===== config.mk =====
export PLATFORM = sky130hd
export DESIGN_NAME = task_run_controller_flat
export DESIGN_NICKNAME = d
export VERILOG_FILES = /design/src/rtl/task_ctrl_pkg.sv /design/src/rtl/task_run_controller_if.sv /design/src/rtl/task_answer_mux.sv /design/src/rtl/task_run_controller.sv /design/src/flat_wrapper.sv
export SDC_FILE = /design/constraint.sdc
export NUM_CORES = 1
export LEC_CHECK = 0
export ABC_CLOCK_PERIOD_IN_PS = 2750
export CAP_MARGIN = 20
export CORE_AREA = 3 3 331 333
export CTS_CLUSTER_SIZE = 40
export DETAILED_ROUTE_END_ITERATION = 6
export DIE_AREA = 0 0 334 336
export REMOVE_ABC_BUFFERS = 1
export SETUP_SLACK_MARGIN = 0.1
export SYNTH_ARGS = -nofsm -noshare
export SYNTH_HDL_FRONTEND = slang
export SYNTH_SLANG_ARGS = --single-unit

===== constraint.sdc =====
create_clock -name i_clk -period 2.75 [get_ports i_clk]
set_clock_uncertainty 0.05 [all_clocks]
set_input_delay 0.55 -clock i_clk [delete_from_list [all_inputs] [get_ports i_clk]]
set_output_delay 0.55 -clock i_clk [all_outputs]
set_load 0.02 [all_outputs]

===== src/rtl/task_ctrl_pkg.sv =====
// Shared types and constants for the task run controller and its answer mux.
// Trailer word 0 layout: {magic, task id, 8'h00, status}.
package task_ctrl_pkg;

    typedef enum logic [2:0] {
        IDLE,
        CLEAR,
        LOAD,
        WAIT_ANS,
        TRAILER
    } run_state_t;

    localparam logic [7:0] ST_OK         = 8'h00;
    localparam logic [7:0] ST_TIMEOUT    = 8'h01;
    localparam logic [7:0] ST_BAD_ID     = 8'h02;
    localparam logic [7:0] TRAILER_MAGIC = 8'hA5;

    localparam int CNT_W = 16;

    function automatic logic [31:0] trailer_w0(input logic [7:0] id, input logic [7:0] status);
        return {TRAILER_MAGIC, id, 8'h00, status};
    endfunction

endpackage


===== src/rtl/task_run_controller_if.sv =====
// Command, input-gating, answer and TX signals between the run controller and its neighbours.
// master = controller side, slave = RX/TX framing plus the task wrapper bank.
interface task_run_controller_if #(
    parameter int NUM_TASKS = 8
);
    logic                        i_cmd_valid;
    logic [7:0]                  i_cmd_task_id;
    logic                        o_cmd_ready;

    logic                        i_in_valid;
    logic                        i_in_last;
    logic [NUM_TASKS-1:0]        o_task_valid;
    logic [NUM_TASKS-1:0]        o_task_sel;
    logic                        o_rst_dwc;
    logic [NUM_TASKS-1:0]        o_tv_in_last;

    logic [NUM_TASKS-1:0]        i_ans_valid;
    logic [NUM_TASKS-1:0]        i_ans_last;
    logic [NUM_TASKS-1:0][31:0]  i_ans_data;
    logic [NUM_TASKS-1:0][31:0]  i_ans_size;
    logic [NUM_TASKS-1:0][31:0]  i_ans_lat;

    logic                        o_tx_valid;
    logic [31:0]                 o_tx_data;
    logic                        o_tx_last;

    modport master (
        input  i_cmd_valid, i_cmd_task_id, i_in_valid, i_in_last,
               i_ans_valid, i_ans_last, i_ans_data, i_ans_size, i_ans_lat,
        output o_cmd_ready, o_task_valid, o_task_sel, o_rst_dwc, o_tv_in_last,
               o_tx_valid, o_tx_data, o_tx_last
    );

    modport slave (
        output i_cmd_valid, i_cmd_task_id, i_in_valid, i_in_last,
               i_ans_valid, i_ans_last, i_ans_data, i_ans_size, i_ans_lat,
        input  o_cmd_ready, o_task_valid, o_task_sel, o_rst_dwc, o_tv_in_last,
               o_tx_valid, o_tx_data, o_tx_last
    );

endinterface


===== src/rtl/task_answer_mux.sv =====
// NUM_TASKS:1 answer select plus the registered TX stage (answer beats or trailer words), 1-cycle latency.
// No backpressure: the downstream FIFO always accepts; out-of-range ids select all-zero answers.
module task_answer_mux #(
    parameter int NUM_TASKS = 8
) (
    input  logic                       i_clk,
    input  logic                       i_rst,
    input  logic [7:0]                 i_id,
    input  logic                       i_ans_en,
    input  logic                       i_trl_en,
    input  logic [1:0]                 i_trl_idx,
    input  logic [31:0]                i_trl_w0,
    input  logic [NUM_TASKS-1:0]       i_ans_valid,
    input  logic [NUM_TASKS-1:0]       i_ans_last,
    input  logic [NUM_TASKS-1:0][31:0] i_ans_data,
    input  logic [NUM_TASKS-1:0][31:0] i_ans_size,
    input  logic [NUM_TASKS-1:0][31:0] i_ans_lat,
    output logic                       o_sel_valid,
    output logic                       o_sel_last,
    output logic                       o_tx_valid,
    output logic [31:0]                o_tx_data,
    output logic                       o_tx_last
);
    logic        w_vld;
    logic        w_last;
    logic [31:0] w_data;
    logic [31:0] w_size;
    logic [31:0] w_lat;
    logic [31:0] w_trl_data;

    logic        r_tx_valid;
    logic [31:0] r_tx_data;
    logic        r_tx_last;

    always_comb begin
        w_vld  = 1'b0;
        w_last = 1'b0;
        w_data = '0;
        w_size = '0;
        w_lat  = '0;
        for (int k = 0; k < NUM_TASKS; k++) begin
            if (i_id == 8'(k)) begin
                w_vld  = i_ans_valid[k];
                w_last = i_ans_last[k];
                w_data = i_ans_data[k];
                w_size = i_ans_size[k];
                w_lat  = i_ans_lat[k];
            end
        end
    end

    assign o_sel_valid = i_ans_en && w_vld;
    assign o_sel_last  = i_ans_en && w_vld && w_last;

    // Size and latency are taken live in the cycle their trailer word is produced.
    always_comb begin
        case (i_trl_idx)
            2'd0:    w_trl_data = i_trl_w0;
            2'd1:    w_trl_data = w_size;
            default: w_trl_data = w_lat;
        endcase
    end

    always_ff @(posedge i_clk) begin
        if (i_rst) begin
            r_tx_valid <= 1'b0;
            r_tx_data  <= '0;
            r_tx_last  <= 1'b0;
        end else if (i_trl_en) begin
            r_tx_valid <= 1'b1;
            r_tx_data  <= w_trl_data;
            r_tx_last  <= (i_trl_idx == 2'd2);
        end else begin
            r_tx_valid <= o_sel_valid;
            r_tx_data  <= o_sel_valid ? w_data : 32'h0;
            r_tx_last  <= 1'b0;
        end
    end

    assign o_tx_valid = r_tx_valid;
    assign o_tx_data  = r_tx_data;
    assign o_tx_last  = r_tx_last;

endmodule


===== src/rtl/task_run_controller.sv =====
// Runs one test vector on a selected task wrapper: clear converter, gate input, forward answers, add trailer.
// Commands accepted only in IDLE; answers and TX have no backpressure; TX is 1 cycle behind the answer.
module task_run_controller
    import task_ctrl_pkg::*;
#(
    parameter int NUM_TASKS      = 8,
    parameter int CLR_CYCLES     = 4,
    parameter int TIMEOUT_CYCLES = 4096
) (
    input  logic                   i_clk,
    input  logic                   i_rst,
    task_run_controller_if.master  io_bus
);
    localparam logic [7:0]       NUM_ID   = 8'(NUM_TASKS);
    localparam logic [CNT_W-1:0] CLR_LAST = CNT_W'(CLR_CYCLES - 1);
    localparam logic [CNT_W-1:0] TMO_LAST = CNT_W'(TIMEOUT_CYCLES - 1);

    run_state_t           r_state;
    run_state_t           w_state_nxt;

    logic [7:0]           r_id;
    logic [7:0]           r_status;
    logic [CNT_W-1:0]     r_cnt;
    logic                 r_done;
    logic                 r_cmd_ready;
    logic [NUM_TASKS-1:0] r_sel;
    logic                 r_rst_dwc;
    logic [NUM_TASKS-1:0] r_tv_in_last;

    logic [7:0]           w_id_nxt;
    logic [7:0]           w_status_nxt;
    logic [CNT_W-1:0]     w_cnt_nxt;
    logic                 w_done_nxt;
    logic                 w_cmd_ready_nxt;
    logic [NUM_TASKS-1:0] w_sel_nxt;
    logic                 w_rst_dwc_nxt;
    logic [NUM_TASKS-1:0] w_tv_nxt;

    logic                 w_accept;
    logic                 w_cmd_id_ok;
    logic                 w_in_last_acc;
    logic                 w_sel_valid;
    logic                 w_sel_last;
    logic [CNT_W-1:0]     w_cnt_inc;
    logic [NUM_TASKS-1:0] w_cmd_onehot;

    assign w_accept      = (r_state == IDLE) && r_cmd_ready && io_bus.i_cmd_valid;
    assign w_cmd_id_ok   = (io_bus.i_cmd_task_id < NUM_ID);
    assign w_in_last_acc = (r_state == LOAD) && io_bus.i_in_valid && io_bus.i_in_last;
    assign w_cnt_inc     = r_cnt + CNT_W'(1);

    always_comb begin
        for (int k = 0; k < NUM_TASKS; k++) begin
            w_cmd_onehot[k] = (io_bus.i_cmd_task_id == 8'(k));
        end
    end

    always_ff @(posedge i_clk) begin
        if (i_rst) begin
            r_state <= IDLE;
        end else begin
            r_state <= w_state_nxt;
        end
    end

    // Timeout fires when the incremented idle count reaches TIMEOUT_CYCLES-1, so the
    // first trailer word lands TIMEOUT_CYCLES cycles after the tv_in_last pulse.
    always_comb begin
        w_state_nxt = r_state;
        unique case (r_state)
            IDLE:     if (w_accept) w_state_nxt = w_cmd_id_ok ? CLEAR : TRAILER;
            CLEAR:    if (r_cnt == CLR_LAST) w_state_nxt = LOAD;
            LOAD:     if (w_in_last_acc) w_state_nxt = (r_done || w_sel_last) ? TRAILER : WAIT_ANS;
            WAIT_ANS: if (w_sel_last || (!w_sel_valid && (w_cnt_inc == TMO_LAST))) w_state_nxt = TRAILER;
            TRAILER:  if (r_cnt == CNT_W'(2)) w_state_nxt = IDLE;
            default:  w_state_nxt = IDLE;
        endcase
    end

    always_comb begin
        w_id_nxt        = r_id;
        w_status_nxt    = r_status;
        w_done_nxt      = r_done;
        w_sel_nxt       = r_sel;
        w_cnt_nxt       = '0;
        w_tv_nxt        = '0;
        // Ready rises one cycle after the trailer state ends, i.e. the cycle after w2 is on TX.
        w_cmd_ready_nxt = (r_state == IDLE) && (w_state_nxt == IDLE);
        w_rst_dwc_nxt   = (w_state_nxt == CLEAR);

        if (w_accept) begin
            w_id_nxt     = io_bus.i_cmd_task_id;
            w_status_nxt = w_cmd_id_ok ? ST_OK : ST_BAD_ID;
            w_done_nxt   = 1'b0;
            w_sel_nxt    = w_cmd_onehot;
        end
        if (w_state_nxt == IDLE) begin
            w_sel_nxt = '0;
        end
        if ((r_state == LOAD) && w_sel_last) begin
            w_done_nxt = 1'b1;
        end
        if (w_in_last_acc) begin
            w_tv_nxt = r_sel;
        end
        if ((r_state == WAIT_ANS) && (w_state_nxt == TRAILER) && !w_sel_last) begin
            w_status_nxt = ST_TIMEOUT;
        end

        if (w_state_nxt == r_state) begin
            case (r_state)
                CLEAR, TRAILER: w_cnt_nxt = w_cnt_inc;
                WAIT_ANS:       w_cnt_nxt = w_sel_valid ? '0 : w_cnt_inc;
                default:        w_cnt_nxt = '0;
            endcase
        end
    end

    always_ff @(posedge i_clk) begin
        if (i_rst) begin
            r_id         <= '0;
            r_status     <= ST_OK;
            r_cnt        <= '0;
            r_done       <= 1'b0;
            r_cmd_ready  <= 1'b1;
            r_sel        <= '0;
            r_rst_dwc    <= 1'b0;
            r_tv_in_last <= '0;
        end else begin
            r_id         <= w_id_nxt;
            r_status     <= w_status_nxt;
            r_cnt        <= w_cnt_nxt;
            r_done       <= w_done_nxt;
            r_cmd_ready  <= w_cmd_ready_nxt;
            r_sel        <= w_sel_nxt;
            r_rst_dwc    <= w_rst_dwc_nxt;
            r_tv_in_last <= w_tv_nxt;
        end
    end

    task_answer_mux #(
        .NUM_TASKS (NUM_TASKS)
    ) u_answer_mux (
        .i_clk       (i_clk),
        .i_rst       (i_rst),
        .i_id        (r_id),
        .i_ans_en    ((r_state == LOAD) || (r_state == WAIT_ANS)),
        .i_trl_en    (r_state == TRAILER),
        .i_trl_idx   (r_cnt[1:0]),
        .i_trl_w0    (trailer_w0(r_id, r_status)),
        .i_ans_valid (io_bus.i_ans_valid),
        .i_ans_last  (io_bus.i_ans_last),
        .i_ans_data  (io_bus.i_ans_data),
        .i_ans_size  (io_bus.i_ans_size),
        .i_ans_lat   (io_bus.i_ans_lat),
        .o_sel_valid (w_sel_valid),
        .o_sel_last  (w_sel_last),
        .o_tx_valid  (io_bus.o_tx_valid),
        .o_tx_data   (io_bus.o_tx_data),
        .o_tx_last   (io_bus.o_tx_last)
    );

    assign io_bus.o_cmd_ready  = r_cmd_ready;
    assign io_bus.o_task_sel   = r_sel;
    assign io_bus.o_rst_dwc    = r_rst_dwc;
    assign io_bus.o_tv_in_last = r_tv_in_last;
    assign io_bus.o_task_valid = ((r_state == LOAD) && io_bus.i_in_valid) ? r_sel : '0;

endmodule


===== src/flat_wrapper.sv =====
// flat-port wrapper written by rule: the top's interface ports become plain ports
module task_run_controller_flat import task_ctrl_pkg::*;
#(
    parameter int NUM_TASKS      = 8,
    parameter int CLR_CYCLES     = 4,
    parameter int TIMEOUT_CYCLES = 4096
)
  (i_clk, i_rst, io_bus_i_cmd_valid, io_bus_i_cmd_task_id, io_bus_i_in_valid, io_bus_i_in_last, io_bus_i_ans_valid, io_bus_i_ans_last, io_bus_i_ans_data, io_bus_i_ans_size, io_bus_i_ans_lat, io_bus_o_cmd_ready, io_bus_o_task_valid, io_bus_o_task_sel, io_bus_o_rst_dwc, io_bus_o_tv_in_last, io_bus_o_tx_valid, io_bus_o_tx_data, io_bus_o_tx_last);
  task_run_controller_if #(.NUM_TASKS(NUM_TASKS)) io_bus_i ();
  input  logic i_clk;
  input  logic i_rst;
  input wire logic [$bits(io_bus_i.i_cmd_valid)-1:0] io_bus_i_cmd_valid;
  input wire logic [$bits(io_bus_i.i_cmd_task_id)-1:0] io_bus_i_cmd_task_id;
  input wire logic [$bits(io_bus_i.i_in_valid)-1:0] io_bus_i_in_valid;
  input wire logic [$bits(io_bus_i.i_in_last)-1:0] io_bus_i_in_last;
  input wire logic [$bits(io_bus_i.i_ans_valid)-1:0] io_bus_i_ans_valid;
  input wire logic [$bits(io_bus_i.i_ans_last)-1:0] io_bus_i_ans_last;
  input wire logic [$bits(io_bus_i.i_ans_data)-1:0] io_bus_i_ans_data;
  input wire logic [$bits(io_bus_i.i_ans_size)-1:0] io_bus_i_ans_size;
  input wire logic [$bits(io_bus_i.i_ans_lat)-1:0] io_bus_i_ans_lat;
  output wire logic [$bits(io_bus_i.o_cmd_ready)-1:0] io_bus_o_cmd_ready;
  output wire logic [$bits(io_bus_i.o_task_valid)-1:0] io_bus_o_task_valid;
  output wire logic [$bits(io_bus_i.o_task_sel)-1:0] io_bus_o_task_sel;
  output wire logic [$bits(io_bus_i.o_rst_dwc)-1:0] io_bus_o_rst_dwc;
  output wire logic [$bits(io_bus_i.o_tv_in_last)-1:0] io_bus_o_tv_in_last;
  output wire logic [$bits(io_bus_i.o_tx_valid)-1:0] io_bus_o_tx_valid;
  output wire logic [$bits(io_bus_i.o_tx_data)-1:0] io_bus_o_tx_data;
  output wire logic [$bits(io_bus_i.o_tx_last)-1:0] io_bus_o_tx_last;
  assign io_bus_i.i_cmd_valid = io_bus_i_cmd_valid;
  assign io_bus_i.i_cmd_task_id = io_bus_i_cmd_task_id;
  assign io_bus_i.i_in_valid = io_bus_i_in_valid;
  assign io_bus_i.i_in_last = io_bus_i_in_last;
  assign io_bus_i.i_ans_valid = io_bus_i_ans_valid;
  assign io_bus_i.i_ans_last = io_bus_i_ans_last;
  assign io_bus_i.i_ans_data = io_bus_i_ans_data;
  assign io_bus_i.i_ans_size = io_bus_i_ans_size;
  assign io_bus_i.i_ans_lat = io_bus_i_ans_lat;
  assign io_bus_o_cmd_ready = io_bus_i.o_cmd_ready;
  assign io_bus_o_task_valid = io_bus_i.o_task_valid;
  assign io_bus_o_task_sel = io_bus_i.o_task_sel;
  assign io_bus_o_rst_dwc = io_bus_i.o_rst_dwc;
  assign io_bus_o_tv_in_last = io_bus_i.o_tv_in_last;
  assign io_bus_o_tx_valid = io_bus_i.o_tx_valid;
  assign io_bus_o_tx_data = io_bus_i.o_tx_data;
  assign io_bus_o_tx_last = io_bus_i.o_tx_last;
  task_run_controller #(.NUM_TASKS(NUM_TASKS), .CLR_CYCLES(CLR_CYCLES), .TIMEOUT_CYCLES(TIMEOUT_CYCLES)) u_core (.i_clk(i_clk), .i_rst(i_rst), .io_bus(io_bus_i));
endmodule

# Yosys cells after proc, flatten, opt, wreduce, memory -nomap -nowiden
# Index checks and enable logic that the tools add are counted.
# totals
ff_bits	82
inputBits	797
out_inout_bits	60
word_cells	133
# op_classes
n_addsub	1
magnitude_cmp	1
eq_ne	26
mux	60
bitwise_logic	3
n_reduce_logical	29
# op_table
cell	n
32-bit two-way mux	26
8-bit by 3-bit equality test with 1-bit output, second input constant	8
32-bit case mux with 2 select lines	1
16-bit by 2-bit equality test with 1-bit output, second input constant	2
8-bit by 2-bit equality test with 1-bit output, second input constant	4
16-bit case mux with 2 select lines	1
1-bit two-way mux	21
3-bit two-way mux	7
16-bit by 1-bit adder with 16-bit output, second input constant	1
16-bit by 12-bit equality test with 1-bit output, second input constant	1
8-bit by 1-bit equality test with 1-bit output, second input constant	2
8-bit zero test	2
16-bit two-way mux	1
3-bit case mux with 5 select lines	1
2-bit OR reduction	6
1-bit logical AND	11
8-bit by 4-bit less-than comparator with 1-bit output, second input constant	1
8-bit two-way mux	1
3-bit by 1-bit equality test with 1-bit output, second input constant	2
3-bit by 2-bit equality test with 1-bit output, second input constant	2
3-bit equality test, second input constant	2
3-bit zero test	2
2-bit nonzero test	2
3-bit equality test	1
7 further kinds	12

# Logic depth before layout (Yosys ltp)
# Gate-level depths: netlist of the first run.
# logic_depth
word_depth	19
depth_mapped	13
mapped_depth_nobuf	9

# Modules after synthesis
# A second synthesis of the first run with hierarchy kept.
# hier_totals
cells_unflattened	1536
hier_area_um2	11014.3
# modules_own_cells
module	n_inst	cells_each	area_each_um2	seq_area_each_um2
task_answer_mux	1	1266	8633.3	680.7
task_run_controller	1	270	2381.0	960.9

# Worst setup path before layout of the first run
# Ideal clock, no wire load.
# synth_timing
path_type	reg-to-reg
from	register u_core.r_cnt[0]
to	register u_core.r_sel[0] (netlist: u_core.io_bus.o_task_sel[0])
setup_time_ns	0.138
arrival_ns	2.471
required_ns	2.562
setup_slack_ns	0.091
stages_incl_launch_ff	11
n_path_buf	1
synth_period_minus_slack_ns	2.659
path_cell_list	dfxtp_1 > ha_1 > a21bo_2 > o2bb2ai_1 > a41oi_1 > or4_4 > o41ai_4 > o211a_1 > and4_4 > buf_6 > nor3_2
# synth_between
elab_chain_cells	8
word_cells_on_any_way	12
classes_between	add/sub: 1; eq/ne: 3; mux: 4; reduce/logical: 4
# synth_lines
element	line_no	source
start: declaration	task_run_controller.sv:23	logic [CNT_W-1:0] r_cnt;
start signal: assignment	task_run_controller.sv:132	r_cnt <= w_cnt_nxt;
16-bit by 1-bit adder with 16-bit output	task_run_controller.sv:50	assign w_cnt_inc = r_cnt + CNT_W'(1);
16-bit by 12-bit equality test with 1-bit output	task_run_controller.sv:74	WAIT_ANS: if (w_sel_last || (!w_sel_valid && (w_cnt_inc == TMO_LAST))) w_state_nxt = TRAILER;
1-bit logical AND	task_run_controller.sv:74	
1-bit logical OR	task_run_controller.sv:74	
3-bit two-way mux	task_run_controller.sv:74	
3-bit case mux with 5 select lines (*)	task_run_controller.sv:70	unique case (r_state)
3-bit zero test (*)	task_run_controller.sv:97	if (w_state_nxt == IDLE) begin
2-bit OR reduction (no line) (*)	n/a	
end signal: assignment	task_run_controller.sv:135	r_sel <= w_sel_nxt;
end: declaration	task_run_controller.sv:26	logic [NUM_TASKS-1:0] r_sel;
# Every way passes the cells marked *; elsewhere a longest branch is shown, timed or not.
# A chain may end at the register's enable or synchronous reset.

# Worst setup path after layout of the first run
# layout_timing
from	register u_core.r_id[7]
to	register u_core.r_sel[7] (netlist: u_core.io_bus.o_task_sel[7])
# layout_between
elab_chain_cells	17
word_cells_on_any_way	36
classes_between	eq/ne: 7; mux: 20; reduce/logical: 9
# layout_lines
element	line_no	source
start: declaration	task_run_controller.sv:21	logic [7:0] r_id;
start signal: assignment	task_run_controller.sv:130	r_id <= w_id_nxt;
8-bit zero test	task_answer_mux.sv:42	if (i_id == 8'(k)) begin
1-bit two-way mux (8 in a row)	task_answer_mux.sv:42	
1-bit logical AND	task_answer_mux.sv:52, task_answer_mux.sv:53	
1-bit logical AND or 1-bit zero test (tied branches)	task_answer_mux.sv:53, task_run_controller.sv:74	
1-bit logical OR or 1-bit logical AND (tied branches)	task_run_controller.sv:73, task_run_controller.sv:74	
3-bit two-way mux or 1-bit logical OR (tied branches)	task_run_controller.sv:73, task_run_controller.sv:74	
3-bit two-way mux, on equally long branches	task_run_controller.sv:73, task_run_controller.sv:74	
3-bit case mux with 5 select lines (*)	task_run_controller.sv:70	
3-bit zero test (*)	task_run_controller.sv:97	
2-bit OR reduction (no line) (*)	n/a	
# Marked as above.

==> results of run 1 <==
-- layer usage --
metal | vias up | GRT usage (%) | part of all wire [%]
met5 | - | 0 | 0.13
met4 | 20 | 4.88 | 2.7
met3 | 137 | 4.21 | 8.6
met2 | 820 | 30.2 | 49
met1 | 7284 | 20.3 | 39
li1 | 6641 | - | -
-- cell type report --
| cell class | count | area [um^2] | share of cell area [%] |
|---|---|---|---|
| multi-input combinational | 972 | 8260 | 35.8 |
| clock buffer | 9 | 225 | 0.977 |
| inverter | 20 | 75.1 | 0.326 |
| sequential | 82 | 1660 | 7.21 |
| timing repair buffer | 1079 | 11000 | 47.6 |
| tap | 1403 | 1760 | 7.61 |
| clock inverter | 7 | 82.6 | 0.358 |
| antenna | 11 | 27.5 | 0.119 |
-- registers in the layout (all words and copies together), names as in the netlist --
| signal | cells |
|---|---|
| u_core.r_status | 2 |
| u_core.r_id | 8 |
| u_core.u_answer_mux.o_tx_last | 1 |
| u_core.io_bus.o_tv_in_last | 8 |
| u_core.r_state | 3 |
| u_core.u_answer_mux.o_tx_valid | 1 |
| u_core.io_bus.o_task_sel | 8 |
| u_core.io_bus.o_rst_dwc | 1 |
| u_core.r_done | 1 |
| u_core.u_answer_mux.o_tx_data | 32 |
| u_core.io_bus.o_cmd_ready | 1 |
| u_core.r_cnt | 16 |
-- cells in the mapped netlist, types with 5 or more instances --
library cell | number | area, um^2
dfxtp_1 | 82 | 1640
o22ai_1 | 74 | 463
nor2_1 | 145 | 544
a22oi_1 | 21 | 158
xor2_1 | 10 | 87.6
a221oi_1 | 28 | 245
buf_2 | 43 | 215
mux2i_1 | 51 | 510
o31ai_1 | 5 | 37.5
clkbuf_1 | 59 | 221
o21ai_0 | 90 | 450
and3_1 | 16 | 100
a22o_1 | 10 | 87.6
and2_1 | 19 | 119
nor3_2 | 11 | 110
nand2_1 | 58 | 218
mux2_2 | 17 | 191
o2111ai_1 | 6 | 52.6
nor4_1 | 5 | 31.3
xnor2_1 | 7 | 61.3
buf_1 | 6 | 22.5
nand3_1 | 11 | 55.1
o221ai_1 | 30 | 263
nor2b_1 | 5 | 31.3
buf_4 | 8 | 60.1
nand2b_1 | 6 | 37.5
a211oi_1 | 13 | 97.6
inv_1 | 19 | 71.3
a21oi_1 | 130 | 651
nor3_1 | 39 | 195
mux4_2 | 88 | 1980
-- final timing paths --
| path | end | slack, ns | depth (start not counted) |
|---|---|---|---|
| setup / recovery | u_core.io_bus.o_task_sel[7] | 0.01 | 11 |
| setup reg to reg | u_core.io_bus.o_task_sel[7] | 0.01 | 11 |
| hold reg to reg | u_core.io_bus.o_tv_in_last[4] | 0.45 | 1 |
| hold / removal | u_core.io_bus.o_tv_in_last[4] | 0.45 | 1 |
-- cell usage in the layout (no fill, tap or decap), types with 9 or more instances in the layout --
cell type,n
and2_1,18
mux2_2,17
o221ai_1,26
diode_2,11
buf_12,36
buf_6,24
and3_1,14
nand2_1,52
clkbuf_16,13
xor2_1,10
mux2i_1,51
nor2_2,14
a21oi_2,16
nor3_2,25
a21oi_1,113
dfxtp_1,73
o22ai_1,61
a22oi_1,20
nor3_4,9
nor2_4,9
inv_1,19
a221oi_1,23
a22o_1,10
nand3_1,9
nor2_1,124
buf_4,152
o21ai_0,58
clkdlybuf4s50_1,847
a211oi_1,11
nor3_1,18
o21ai_1,26
mux4_2,88
-- power groups by stage --
stage / Combinational [uW] / Clock, uW / Sequential (uW)
after floorplan: 1230 / 0 / 1440
after global placement: 3690 / 0 / 1290
after detailed placement: 3690 / 0 / 1290
after CTS: 3810 / 1570 / 1260
after global routing: 4160 / 1580 / 1270
final: 3930 / 1480 / 1260
-- stage by stage --
stage | total power [uW] | hold WS (ns) | instance area, um^2
CTS | 6630 | 0.456 | 22200
floorplan | 2670 | 0.406 | 9210
detailed placement | 4980 | 0.446 | 21400
global route | 7010 | 0.480 | 23000
finish | 6670 | 0.454 | 23100
global placement | 4970 | 0.445 | 21400
-- cells by family after synthesis --
kind of cell | after synthesis | synth area share, %
adders and majority gates | 4 | 0.512
and+or+nand+nor | 340 | 17.1
buffers and inverters | 140 | 6.54
xor gates and xnor gates | 17 | 1.52
DFF | 82 | 16.8
AOI/OAI and AO/OA | 454 | 30.1
muxes | 156 | 27.5
-- what timing repair did --
action | in CTS | in global routing
cloned | 4 | 4
resized for setup | 90 | 145
pin swaps | 24 | 49
endpoints found under the setup margin | 59 | 56
setup buffers | 14 | 15
==> results.txt, run 1 <==
- Counting every sink on the clock net gives 82.
* Register clock-pin slew on the reported worst setup and hold paths: 0.08 ns
* Number of synthesized flops with an enable pin: 0
- Worst path buffer plus inverter count: 3
- Run status: finished clean
- Among all flip-flop cells after synthesis, the most frequent one is dfxtp_1.
- Internal power comes to 4110 uW.
- Core Box Area: 0.107 mm^2
- In this run the core area contains 120 standard-cell rows.
* Worst Path Arrival: 2.97 ns
* Total instance count after detailed placement: 3520
- Final setup violating endpoints: 0
- Final slew viol count: 0
* Total CTS buffers: 9
- Power Density: 289 mW/mm^2
- Sum Neg Setup Slack: 0 ns
- Remaining antenna violation count after routing: 0
* Flop pwr share: 18.9%
- Startpoint types: flip-flop
- Yosys cell types: 75
* Starting density of the core: 9.14%
* Number of levels in the clock H-tree: 3
- Timing analysis after detailed placement gives a worst setup slack of -0.338 ns.
- Overall die width: 334 um
- Setup repair after global routing missed its margin: yes
* Number of fill cells: 11800
- Aggregate global routing overflow: 0
- The worst setup path is captured at a flip-flop.
- Final setup slack of the worst path: 0.0129 ns
- Maximum frequency from static timing analysis: 365 MHz
* Logic gate share of total power: 59.0%
- Per-cell via count in the routed design: 4.16
* Number of standard cells in the final layout excluding fillers: 3583
* Switching power: 2560 uW
- At the worst endpoint, the required time is 2.98 ns.
- Summed over all layers, the routed wires come to 102000 um.
* Hold Crit Class: flip-flop to flip-flop
- The die covers 0.112 mm^2.
- Launch point of the worst path: u_core.r_id[7]
* Post-synthesis sequential area ratio: 16.8%
* Switching power share of the total: 38.4%
- TritonCTS built the clock tree.
* Longest Clk Path Bufs: 2
- Counting flops and latches in the post-synthesis netlist gives 82.
* Port Buffer Count: 856
- For this run, asynchronously set or reset flops after synthesis account for 0%.
* Router iterations before antenna repair: 5
- The hold violation count in the final report is 0.
- Cell class contributing the biggest share of worst-path delay: simple AND/OR/NAND/NOR gates
- Final net count: 2965
- Share of power burned in the clock network: 22.1%
- Area growth from synthesis to final layout: 136%
* Start-to-end type of the worst setup path: flip-flop to flip-flop
- In this design, the stage delay of the slowest critical-path cell is 0.58 ns.
- Io pins: 857
- The first routing iteration left 1220 violations.
* Worst-Skew Late Latency: 0.40 ns
* Warnings from Yosys: 0
* Estimated wirelength of the detail-placed design: 85600 um
- Measured against its own limit, the worst slew margin works out to 53.0%.
- RD Place Congestion: 0.917
* IR drop worst, VDD: 312 uV
* Time the final worst path needs with I/O delays and setup: 2.74 ns
- The tree is rooted in a clkbuf_16.
- Remaining design rule violation count: 0
- The synthesized netlist occupies a cell area of 0.00977 mm^2.
- Share of final-layout standard cells stronger than drive strength 1: 23.3%
- Leakage power: 0.00770 uW
* Vias after detailed routing: 14900
* Post-detailed-route wirelength per cell: 28.4 um
- Across the run, the number of max-cap violations was 0.
- The first global-routing pass estimated 131000 um of wire.
- Source of the worst register-to-register timing path: u_core.r_id[7]
- The number of antenna violations at the first check in global routing is 31.
- CP Cell Sequence: or4_4 -> buf_6 -> nor2_4 -> nand3_4 -> a211o_1 -> buf_6 -> buf_6 -> a21oi_4 -> o211a_1 -> and4_4 -> nor3_2
* Global Route Usage Sum: 17.0%
- Least-Margin Pin Slew: 0.688 ns
* Mean instance size in the synthesized netlist: 8.19 um^2
* Crit-path slowest cell: or4_4
- Final clock period utilization by the worst path: 99.5%
* Final Core Density: 21.6%
* Largest driver fanout on the critical path: 8
* Number of global-route vias before repair: 15200
* Pin count of the biggest net entering global routing: 52
- Hold Startpoint: u_core.io_bus.o_task_sel[4]
* CTS hold repair buffers: 0
* Library cell appearing most often on the critical path: buf_6
- Cells after synthesis: 1193
- Floorplan die height: 336 um
No activity file was read; power rests on OpenSTA's default activity.
==> run 2: changes to the inputs <==
--- a/config.mk
+++ b/config.mk
@@ -11,6 +11,7 @@
 export CTS_CLUSTER_SIZE = 40
 export DETAILED_ROUTE_END_ITERATION = 6
 export DIE_AREA = 0 0 334 336
+export RECOVER_POWER = 25
 export REMOVE_ABC_BUFFERS = 1
 export SETUP_SLACK_MARGIN = 0.1
 export SYNTH_ARGS = -nofsm -noshare
==> run 2 against run 1 <==
The run now ends with setup timing left. Worst hold slack better by 0.0065 ns. Worst setup slack worse by 0.013 ns. First-iteration DRC count down 7.1%. Wire length about the same. Global-route usage unchanged. Power about the same. Combinational power about the same. Sequential share of layout area about the same. Cell count about the same. Die area unchanged. Clock power about the same. Largest power group unchanged.
==> results.txt, run 2 (synthesis results as in run 1) <==
* Run status: finished with violations
* Violations in the final reports: setup timing
* Pin count of the biggest net entering global routing: 52
- The worst path uses 100% of the clock period.
- After global routing the overflow that remains totals 0.
- After detailed routing, the number of remaining DRC violations is 0.
- For this run, the top clock speed supported by timing is 364 MHz.
- The routed design has 102000 um of wire.
* Final setup slack of the worst path: -0.000185 ns
* Placed Area: 0.0214 mm^2
* CTS tree: yes
- Total count of hold-check failures in the final report: 0
- Leakage power: 0.00773 uW
- Of all nets on the critical path, the largest fanout is 8.
- The library cells used most frequently in the layout, excluding fill and tap cells, are clkdlybuf4s50_1, buf_4, nor2_1.
- Internal power comes to 4100 uW.
- Vias after detailed routing: 15000
- Core Box Area: 0.107 mm^2
* Cell Rows: 120
* Hold Crit Class: flip-flop to flip-flop
- The final max-slew violation count was 0.
* Post-detailed-route wirelength per cell: 28.5 um
* Max reg flops: 32
- The finished cells cover 0.0230 mm^2.
- The via count of the first global-routing pass came to 15200.
* CTS Sinks: 82
* Number of fill cells: 11800
- Clock tree synthesis selected as its root buffer the cell clkbuf_16.
* Port Buffer Count: 856
* Worst slack, placed: -0.338 ns
* Worst Path Arrival: 2.98 ns
- Summing all multi-input logic gate instances after layout gives 0.00826 mm^2.
- Headroom to the max-slew limit: 53.1%
- Final setup violating endpoints: 1
- Type of destination of the critical path: flip-flop
* Switching power: 2570 uW
- Power spread over the standard cell area amounts to 289 mW/mm^2.
- The first routing iteration left 1133 violations.
- After clock tree synthesis, the clock-pin slew on the worst setup and hold paths is 0.08 ns.
- Cells with a size suffix above 1 make up 23.1% of the layout.
- In the final layout, flip-flops and latches occupy 0.00166 mm^2.
- Setup repair after global routing could not meet its margin everywhere.
* Least-Margin Pin Slew: 0.686 ns
- Measured along the x axis, the die boundary spans 334 um.
- Floorplan die height: 336 um
- CTS hold repair buffers: 0
- Full die area: 0.112 mm^2
* Required time of the critical path: 2.98 ns
* Starting density of the core: 9.14%
- Total CTS buffers: 9
* Number of maximum-capacitance constraint violations: 0
* Logic gate share of total power: 59.0%
- Clock latency on the worst-skew pair, taken at its later pin, is 0.41 ns.
- Net switching is 38.5% of the power.
* Area growth from synthesis to final layout: 136%
- For this run, the post-layout net count is 2965.
* Router iterations before antenna repair: 7
* Io pins: 857
- The H-tree generated during clock tree synthesis spans 3 levels.
- The number of antenna violations at the first check in global routing is 31.
* Remaining antenna violation count after routing: 0
* Global Route Usage Sum: 17.0%
- Detailed placement ended at an HPWL of 85600 um.
* Time the final worst path needs with I/O delays and setup: 2.75 ns
- Share of power burned in the clock network: 22.1%
- Startpoint types: flip-flop
* Per-cell via count in the routed design: 4.18
- Longest Clk Path Bufs: 2
* Flop pwr share: 18.9%
* Wire length of the first global-routing pass: 131000 um
- Across the VDD grid, the largest voltage drop is 312 uV.
- RD Place Congestion: 0.917
- Start-to-end type of the worst setup path: flip-flop to flip-flop
* Most common cell after layout, fill and taps aside: clkdlybuf4s50_1
run 2: what timing repair did:
item | CTS | global route
pin swaps | 24 | 49
cloned | 4 | 4
setup endpoints to repair | 59 | 56
buffers inserted | 14 | 15
gates resized for setup | 90 | 145
run 2: layer usage:
| metal | share of wire, % | global-route usage [%] | wire, um | up-vias |
|---|---|---|---|---|
| met5 | 0.13 | 0 | 128 | - |
| met4 | 2.8 | 4.88 | 2890 | 20 |
| met3 | 8.4 | 4.21 | 8560 | 147 |
| met2 | 49 | 30.2 | 50100 | 855 |
| met1 | 39 | 20.3 | 40300 | 7295 |
| li1 | - | - | - | 6648 |
run 2: power groups by stage:
| stage | sequential (uW) | clock (uW) | combinational, uW |
|---|---|---|---|
| after floorplan | 1440 | 0 | 1230 |
| after global placement | 1290 | 0 | 3690 |
| after detailed placement | 1290 | 0 | 3690 |
| after CTS | 1260 | 1570 | 3810 |
| after global routing | 1260 | 1580 | 4160 |
| final | 1260 | 1480 | 3930 |
run 2: cell type report:
class,count,area share [%]
Antenna cell,10,0.109
Clock buffer,9,0.977
Clock inverter,7,0.358
Inverter,20,0.326
Multi-Input combinational cell,972,35.8
Sequential cell,82,7.21
Tap cell,1403,7.62
Timing Repair Buffer,1079,47.6
run 2: worst paths after layout:
kind         slack [ns]                   startpoint  cells past startpoint                       endpoint
max             -0.0002               u_core.r_id[7]                     11    u_core.io_bus.o_task_sel[7]
min                0.46  u_core.io_bus.o_task_sel[4]                      1  u_core.io_bus.o_tv_in_last[4]
max reg2reg     -0.0002               u_core.r_id[7]                     11    u_core.io_bus.o_task_sel[7]
min reg2reg        0.46  u_core.io_bus.o_task_sel[4]                      1  u_core.io_bus.o_tv_in_last[4]
run 2: critical path: stages (launching register included):
cell and delay [ns]:
dfxtp_2 0.33, or4_4 0.58, buf_6 0.16, nor2_4 0.15, nand3_4 0.11, a211o_1 0.29
buf_6 0.13, buf_6 0.11, a21oi_4 0.15, o211a_1 0.18, and4_4 0.33, nor3_2 0.05
run 2: per-stage QoR:
step	hold slack, ns	total power (uW)	setup TNS [ns]	std cells	utilization, %
2_1_floorplan	0.406	2670	-386.19	1073	-
3_3_place_gp	0.445	4970	-7.55	3520	20.0
3_5_place_dp	0.446	4980	-8.00	3520	20.0
4_1_cts	0.456	6630	-0.177	3553	20.8
5_1_grt	0.480	7000	-1.09	3575	21.5
6_report	0.461	6670	-0.000185	3582	21.6
